--- src/rtl/stop_it_pkg.sv ---
// Shared types and helpers for the Stop It game blocks (controller, counter, display).
package stop_it_pkg;

    typedef enum logic [2:0] {IDLE, ARM, RUN, WIN, LOSE} state_e;

    localparam int                 COUNT_W   = 5;
    localparam logic [COUNT_W-1:0] COUNT_MAX = 5'h1F;
    localparam int                 LFSR_W    = 5;

    // x^5 + x^3 + 1 Fibonacci step; maximal length 31, never reaches 0 from a non-zero seed
    function automatic logic [LFSR_W-1:0] lfsr_next(input logic [LFSR_W-1:0] s);
        return {s[3:0], s[4] ^ s[2]};
    endfunction

endpackage

--- src/rtl/stop_it_lfsr.sv ---
// Free-running 5-bit LFSR used as the target source; reloads SEED on reset.
module stop_it_lfsr
    import stop_it_pkg::*;
#(
    parameter logic [LFSR_W-1:0] SEED = 5'h01
) (
    input  logic              i_clk,
    input  logic              i_rst_n,
    output logic [LFSR_W-1:0] o_value
);

    logic [LFSR_W-1:0] r_state;

    always_ff @(posedge i_clk) begin
        if (!i_rst_n) r_state <= SEED;
        else          r_state <= lfsr_next(r_state);
    end

    assign o_value = r_state;

endmodule

--- src/rtl/stop_it_game_ctrl.sv ---
// Stop It game controller: drives the down-counter, draws a target, judges the stop press
// and keeps a saturating consecutive-win score. Runs entirely in the 4 Hz clock domain.
module stop_it_game_ctrl
    import stop_it_pkg::*;
#(
    parameter int                HOLD_CYCLES = 8,
    parameter int                TOL         = 0,
    parameter int                SCORE_W     = 4,
    parameter logic [LFSR_W-1:0] LFSR_SEED   = 5'h01
) (
    input  logic               clk_4_i,
    input  logic               rst_ni,
    input  logic               go_i,
    input  logic               stop_i,
    input  logic [COUNT_W-1:0] count_i,
    output logic               counter_rst_no,
    output logic               counter_en_o,
    output logic [COUNT_W-1:0] target_o,
    output logic               win_o,
    output logic               lose_o,
    output logic               busy_o,
    output logic [SCORE_W-1:0] score_o
);

    localparam int                 HOLD_W    = (HOLD_CYCLES > 1) ? $clog2(HOLD_CYCLES) : 1;
    localparam logic [HOLD_W-1:0]  HOLD_LAST = HOLD_W'(HOLD_CYCLES - 1);
    localparam logic [COUNT_W:0]   TOL_V     = (COUNT_W + 1)'(TOL);
    localparam logic [SCORE_W-1:0] SCORE_MAX = '1;

    state_e             r_state;
    logic               r_go_prev;
    logic               r_stop_prev;
    logic [COUNT_W-1:0] r_target;
    logic [SCORE_W-1:0] r_score;
    logic [HOLD_W-1:0]  r_hold;
    logic               r_win;
    logic               r_lose;
    logic               r_busy;

    logic [LFSR_W-1:0]  w_lfsr;
    logic               w_go_rise;
    logic               w_stop_rise;
    logic [COUNT_W:0]   w_diff;
    logic [COUNT_W:0]   w_mag;
    logic               w_hit;
    logic               w_count_zero;

    stop_it_lfsr #(.SEED(LFSR_SEED)) u_lfsr (
        .i_clk   (clk_4_i),
        .i_rst_n (rst_ni),
        .o_value (w_lfsr)
    );

    // prev registers reset high so a button held through reset never looks like a press
    assign w_go_rise    = go_i & ~r_go_prev;
    assign w_stop_rise  = stop_i & ~r_stop_prev;

    // one extra bit keeps the signed difference exact before taking its magnitude
    assign w_diff       = {1'b0, count_i} - {1'b0, r_target};
    assign w_mag        = w_diff[COUNT_W] ? -w_diff : w_diff;
    assign w_hit        = (w_mag <= TOL_V);
    assign w_count_zero = (count_i == '0);

    // stop press freezes the count in the decision cycle; count 0 halts without wrapping
    assign counter_en_o   = (r_state == RUN) & ~w_stop_rise & ~w_count_zero;
    assign counter_rst_no = rst_ni & (r_state != ARM);

    always_ff @(posedge clk_4_i) begin
        if (!rst_ni) begin
            r_state     <= IDLE;
            r_go_prev   <= 1'b1;
            r_stop_prev <= 1'b1;
            r_target    <= '0;
            r_score     <= '0;
            r_hold      <= '0;
            r_win       <= 1'b0;
            r_lose      <= 1'b0;
            r_busy      <= 1'b0;
        end else begin
            r_go_prev   <= go_i;
            r_stop_prev <= stop_i;
            case (r_state)
                IDLE: begin
                    if (w_go_rise) begin
                        r_state <= ARM;
                        r_busy  <= 1'b1;
                    end
                end
                ARM: begin
                    r_target <= w_lfsr;
                    r_state  <= RUN;
                end
                RUN: begin
                    if (w_stop_rise || w_count_zero) begin
                        r_busy <= 1'b0;
                        r_hold <= '0;
                        if (w_stop_rise && w_hit) begin
                            r_state <= WIN;
                            r_win   <= 1'b1;
                            if (r_score != SCORE_MAX) r_score <= r_score + SCORE_W'(1);
                        end else begin
                            r_state <= LOSE;
                            r_lose  <= 1'b1;
                            r_score <= '0;
                        end
                    end
                end
                WIN, LOSE: begin
                    if (r_hold == HOLD_LAST) begin
                        r_state <= IDLE;
                        r_hold  <= '0;
                        r_win   <= 1'b0;
                        r_lose  <= 1'b0;
                    end else begin
                        r_hold <= r_hold + HOLD_W'(1);
                    end
                end
                default: begin
                    r_state <= IDLE;
                    r_win   <= 1'b0;
                    r_lose  <= 1'b0;
                    r_busy  <= 1'b0;
                end
            endcase
        end
    end

    assign target_o = r_target;
    assign win_o    = r_win;
    assign lose_o   = r_lose;
    assign busy_o   = r_busy;
    assign score_o  = r_score;

endmodule

--- config.mk ---
export PLATFORM = sky130hd
export DESIGN_NAME = stop_it_game_ctrl
export DESIGN_NICKNAME = d
export VERILOG_FILES = /design/src/rtl/stop_it_pkg.sv /design/src/rtl/stop_it_lfsr.sv /design/src/rtl/stop_it_game_ctrl.sv
export SDC_FILE = /design/constraint.sdc
export NUM_CORES = 1
export LEC_CHECK = 0
export ABC_CLOCK_PERIOD_IN_PS = 4200
export BUFFER_PORTS_ARGS = -buffer_cell sky130_fd_sc_hd__buf_2
export CAP_MARGIN = 20
export CORE_MARGIN = 10
export CORE_UTILIZATION = 40
export CTS_BUF_LIST = sky130_fd_sc_hd__clkbuf_4 sky130_fd_sc_hd__clkbuf_8 sky130_fd_sc_hd__clkbuf_16
export CTS_CLUSTER_SIZE = 12
export DETAILED_ROUTE_END_ITERATION = 10
export PLACE_DENSITY_LB_ADDON = 0.05
export SLEW_MARGIN = 20
export SYNTH_ARGS = -nofsm -noshare
export SYNTH_HDL_FRONTEND = slang
export SYNTH_SLANG_ARGS = --single-unit
--- constraint.sdc ---
create_clock -name clk_4_i -period 4.2 [get_ports clk_4_i]
set_clock_uncertainty 0.15 [all_clocks]
set_input_delay 0.63 -clock clk_4_i [delete_from_list [all_inputs] [get_ports clk_4_i]]
set_output_delay 0.63 -clock clk_4_i [all_outputs]
set_load 0.03 [all_outputs]
==> results.cfg, run 1 <==
[status]
status = finished clean

[power_and_ir_drop]
peakVddDrop_mv = 0.1725
p_leak_nw = 0.7279
power_density_nw_per_um2 = 470.0

[timing]
timing.final.crit_share_pct = 65.24
worst_pin_slew_ns = 0.3942
max_slew_margin_pct = 73.44
finalMaxSlewViolations = 0
finalHoldViolations = 0
layout_setup_ws_ns = 1.460
fmaxAchievable_mhz = 365.0
finalSetupViolations = 0
grt_setup_unrepaired = false
post-route-min-period_ns = 2.740
finalSetupTns_ns = 0

[finish]
drive_gt1_share_pct = 17.74
final_nets = 205
finalNonFillerCells = 232
final_core_util_pct = 46.88
layout_common_cells = 25 x dfxtp_1, 22 x buf_2, 15 x nor2_1
areaGrowthSynthToFinish_pct = 11.50
final_common_cell = dfxtp_1
antenna_cells = 0

[global_route]
grt_pass1_wl_mm = 5.589
grt_antenna_before_repair = 0
grt_pass1_vias = 1261
overflow = 0
grt_use_total_pct = 10.61
grt_max_degree = 18

[worst_setup_path]
cpPeakStageDelay_ns = 0.51
crit_path_end_kind = register
worst_path_max_delay_cell = or4_1
path_max_fanout = 10
critPathArrivalTime_ns = 2.82
cp_cell_sequence = inv_1, ha_1, and3b_1, or4_1, nor4bb_1, o211a_1, nor2b_4, o31a_1
cp.required_ns = 4.28
worstSetupPathType = reg2reg
startpoint_type = register

[clock_tree]
postCtsHoldBufs = 0
cts_setup_buffers = 0
cts.clk_slew.worst_paths_ns = 0.14
clock-sinks = 25
cts.repair.resized = 0
clock_latency_ns = 0.32
cts_tree = built
cts_root_buffer = clkbuf_4
numCtsBuffers = 3
htree_num_levels = 1
clockBufferDepth = 2

[place]
hpwl_mm = 2.544
dp.cells = 228
place_congestion = 0.8746
portBuffers = 22
pre_cts_slack_ns = 1.151

[route]
drc = 0
via_count = 1260
wl_per_cell_um = 13.92
final_antenna_net_count = 0
dr.pass1.iters = 4
wl_mm = 3.230
drt-vias-per-instance = 5.431
drtIter0Drc = 112

[synth]
synth_area_leaders = dfxtp_1 35%, ha_1 7.0%, nor2_1 4.0%
syn_inst = 164
yosys.area.top_type_share_pct = 35.12
syn_avg_cell_area_um2 = 8.690
yosys_most_used_dff = dfxtp_1
synth-seq-cells = 25
synth_edf_count = 0
yosysTopAreaCell = dfxtp_1
synth_cell_types = 50
yosysWarnings = 0
synthArstFlopShare_pct = 0
yosysSeqAreaShare_pct = 35.12
netlist_area_um2 = 1425
syn_nets = 182

[floorplanning]
coreArea_um2 = 3390
die_w_um = 79.69
dieArea_um2 = 6351
num_rows = 21
start_util_pct = 42.05
die_h_um = 79.69
ioPinCount = 23

[job]
maxCapViolCount = 0

[hold_path]
hold_class = reg2reg
[per-stage QoR]
stage / power [W] / hold slack (ns) / cell area (um^2)
2_1_floorplan: 0.0005608 / 0.2789 / 1425
3_3_place_gp: 0.0006359 / 0.2834 / 1559
3_5_place_dp: 0.0006447 / 0.2909 / 1559
4_1_cts: 0.0007599 / 0.3286 / 1589
5_1_grt: 0.0008149 / 0.3282 / 1589
6_report: 0.0007469 / 0.3232 / 1589
[power breakdown]
group	internal [W]	switching, W	leakage, nW	total [W]
clock	0.0000363	0.0000725	0.0139	0.000109
sequential	0.000269	0.0000342	0.204	0.000303
combinational	0.000134	0.000201	0.510	0.000335
total	0.000439	0.000308	0.728	0.000747
[flip-flops by register name (all words and copies together) (netlist names)]
signal and flops:
u_lfsr.o_value 5, win_o 1, target_o 5, score_o 4, r_stop_prev 1, r_go_prev 1, r_hold 3, r_state 3
lose_o 1, busy_o 1
[worst max-delay path, delay by kind of cell, from the launching register on]
kind / cells / cell delay (ns)
DFF: 1 / 0.43
and+or+nand+nor: 4 / 1.07
adders and majority gates: 1 / 0.31
buffers and inverters: 1 / 0.06
AOI/OAI and AO/OA: 2 / 0.62
[layout make-up]
class                      count  area [um^2]
sequential                    25        500.5
timing repair buffer          23        117.6
clock inverter                 1        7.507
multi-input combinational    124        845.8
inverter                      10        37.54
clock buffer                   3        22.52
fill                         352         1800
tap                           46        57.56
[logic make-up (layout without fill, tap and decap cells)]
kind of cell	Yosys count	after routing	share of synthesized area [%]
compound gates	40	40	19.67
xor+xnor	2	2	1.229
fa+ha+maj	9	9	8.429
buf+inv	15	37	5.530
flops	25	25	35.12
mux	2	2	1.493
simple gates	71	71	28.53
[layer usage]
| metal | GRT usage (%) | part of all wire [%] | routed length, um |
|---|---|---|---|
| met5 | 0 | 0 | 0 |
| met3 | 3.604 | 7.9 | 255 |
| met4 | 2.867 | 0.71 | 23 |
| met2 | 19.26 | 49 | 1597 |
| met1 | 11.33 | 42 | 1354 |
[cell usage after synthesis, drive strengths merged (2+ instances only)]
cell	n
o21ai	5
o21a	3
nor4b	2
inv	9
nor2	15
a21o	3
nand2	8
dfxtp	25
o22a	5
a211oi	2
ha	8
nor4	2
nand4	2
nand3	6
nand3b	3
buf	4
and3	3
a21oi	10
and2b	3
a22oi	3
nor2b	5
nor3	5
nand2b	7
and2	4
[path summary, 6_finish.rpt]
kind / from / to / slack (ns) / cells after the start
max reg2reg: target_o[1]$_SDFFE_PN0P_ / r_state[1]$_SDFFE_PN0P_ / 1.46 / 8
min reg2reg: u_lfsr.o_value[0]$_SDFF_PN1_ / u_lfsr.o_value[1]$_SDFF_PN0_ / 0.32 / 1
min: u_lfsr.o_value[0]$_SDFF_PN1_ / u_lfsr.o_value[1]$_SDFF_PN0_ / 0.32 / 1
max: target_o[1]$_SDFFE_PN0P_ / r_state[1]$_SDFFE_PN0P_ / 1.46 / 8
Note: power is estimated with default switching activity, not from simulation.
==> run 2, diff against run 1 <==
--- a/config.mk
+++ b/config.mk
@@ -5,7 +5,7 @@
 export SDC_FILE = /design/constraint.sdc
 export NUM_CORES = 1
 export LEC_CHECK = 0
-export ABC_CLOCK_PERIOD_IN_PS = 4200
+export ABC_CLOCK_PERIOD_IN_PS = 2800
 export BUFFER_PORTS_ARGS = -buffer_cell sky130_fd_sc_hd__buf_2
 export CAP_MARGIN = 20
 export CORE_MARGIN = 10
==> constraint.sdc (replaced) <==
create_clock -name clk_4_i -period 2.8 [get_ports clk_4_i]
set_clock_uncertainty 0.15 [all_clocks]
set_input_delay 0.42 -clock clk_4_i [delete_from_list [all_inputs] [get_ports clk_4_i]]
set_output_delay 0.42 -clock clk_4_i [all_outputs]
set_load 0.03 [all_outputs]
==> run 2 against run 1 <==
  * Combinational power increased by 50%
  * Sequential share of layout area down 0.15 points
  * Flip-flop and latch count stayed put
  * Total power up 51%
  * Die area unchanged
  * Wire length down 0.80%
  * Worst setup slack got worse by 1.3 ns
  * Clock power increased by 56%
  * Final cell count rose by 0.43%
  * Cell area increased by 0.47%
  * Global-route usage about the same
  * Largest power group unchanged
==> results.cfg, run 2 (synthesized netlist as in run 1, its figures left out) <==
[timing]
finalHoldViolations = 0
hold-worst-slack_ns = 0.1366
fmaxAchievable_mhz = 381.9
grt_setup_unrepaired = false
post-route-min-period_ns = 2.618
finalSetupTns_ns = 0
worst_pin_slew_ns = 0.3866
max_slew_margin_pct = 74.03
timing.final.crit_share_pct = 93.51
finalSetupViolations = 0
finalMaxSlewViolations = 0

[place]
place_congestion = 0.9153
hpwl_mm = 2.485
portBuffers = 22

[route]
drt-vias-per-instance = 5.352
final_antenna_net_count = 0
wl_per_cell_um = 13.75
dr.pass1.iters = 4
drtIter0Drc = 73
via_count = 1247
drc = 0
wl_mm = 3.204

[worst_setup_path]
cp.required_ns = 2.91
r2r_slack_ns = 0.18
startpoint_type = register
r2r_end = score_o[2]$_SDFFE_PN0P_
crit_end = score_o[2]$_SDFFE_PN0P_
crit_path_end_kind = register
cpPeakStageDelay_ns = 0.45
critPathArrivalTime_ns = 2.73
worst-r2r-cell-count = 9
path_max_fanout = 7
cp_cell_sequence = inv_1, ha_1, and3b_1, or3_2, a31oi_1, o211a_1, buf_4, o21ai_0, a211oi_1
worst_path_max_delay_cell = or3_2
critPathLaunch = target_o[1]$_SDFFE_PN0P_
worstSetupPathType = reg2reg
worstReg2RegStart = target_o[1]$_SDFFE_PN0P_

[floorplanning]
start_util_pct = 42.05
coreArea_um2 = 3390
dieArea_um2 = 6351
die_h_um = 79.69
die_w_um = 79.69
num_rows = 21
ioPinCount = 23

[global_route]
grt_use_total_pct = 10.58
overflow = 0
grt_pass1_wl_mm = 5.520
grt_pass1_vias = 1225
grt_max_degree = 18
grt_antenna_before_repair = 0

[clock_tree]
htree_num_levels = 1
numCtsBuffers = 3
cts.clk_slew.worst_paths_ns = 0.15
cts_root_buffer = clkbuf_4
clockBufferDepth = 2
postCtsHoldBufs = 0
cts_setup_buffers = 0
cts.repair.resized = 0
clock_latency_ns = 0.33
cts_tree = built
clock-sinks = 25

[status]
status = finished clean

[finish]
antenna_cells = 0
drive_gt1_share_pct = 18.18
final_common_cell = dfxtp_1
layout_common_cells = 25 x dfxtp_1, 22 x buf_2, 15 x nor2_1
areaGrowthSynthToFinish_pct = 12.03
final_nets = 206

[hold_path]
hold_class = in2reg

[power_and_ir_drop]
power_density_nw_per_um2 = 705.8
totalPowerFinal_w = 0.001127
peakVddDrop_mv = 0.2249
p_leak_nw = 0.7333

[job]
maxCapViolCount = 0
[run 2: worst min-delay path by stage]
stage | start | endpoint | slack [ns] | cells after the start
floorplan | u_lfsr.o_value[0]$_SDFF_PN1_ | u_lfsr.o_value[1]$_SDFF_PN0_ | 0.28 | 1
global placement | u_lfsr.o_value[0]$_SDFF_PN1_ | u_lfsr.o_value[1]$_SDFF_PN0_ | 0.29 | 1
detailed placement | u_lfsr.o_value[0]$_SDFF_PN1_ | u_lfsr.o_value[1]$_SDFF_PN0_ | 0.30 | 1
CTS | go_i | r_go_prev$_SDFF_PN1_ | 0.13 | 2
global route | stop_i | r_stop_prev$_SDFF_PN1_ | 0.13 | 2
finish | stop_i | r_stop_prev$_SDFF_PN1_ | 0.14 | 2
[run 2: worst max-delay path: cells and delay by family, from the launching register on]
family	cells	cell delay [ns]
AOI/OAI and AO/OA	4	0.75
and+or+nand+nor	2	0.69
DFF	1	0.43
adders and majority gates	1	0.31
buffers and inverters	2	0.22
[run 2: metal layers]
layer  global-route usage, %  vias to the layer above  wire (um)
li1                        -                      635          -
met1                   11.79                      577       1407
met2                   18.37                       33       1510
met3                   3.716                        2        266
met4                   3.226                        0         20
met5                       0                        -          0
[run 2: stage by stage]
step | util (%) | cell area (um^2) | setup WS, ns | std cells
after floorplan | - | 1425 | 0.06065 | 164
after global placement | 46.22 | 1567 | 0.1048 | 229
after detailed placement | 46.22 | 1567 | 0.09001 | 229
after CTS | 47.10 | 1597 | 0.1973 | 233
after global routing | 47.10 | 1597 | 0.04665 | 233
final | 47.10 | 1597 | 0.1817 | 233
[run 2: power by group]
| group | switching [W] | leakage, nW | internal, W |
|---|---|---|---|
| clock | 0.000115 | 0.0139 | 0.0000546 |
| sequential | 0.0000524 | 0.204 | 0.000404 |
| combinational | 0.000300 | 0.515 | 0.000201 |
| total | 0.000468 | 0.733 | 0.000659 |
[run 2: cell type report]
class,instances,area [um^2]
Clock buffer,3,22.52
Clock inverter,1,7.507
Fill cell,377,1793
Inverter,10,37.54
Multi-Input combinational cell,124,845.8
Sequential cell,25,500.5
Tap cell,46,57.56
Timing Repair Buffer,24,125.1
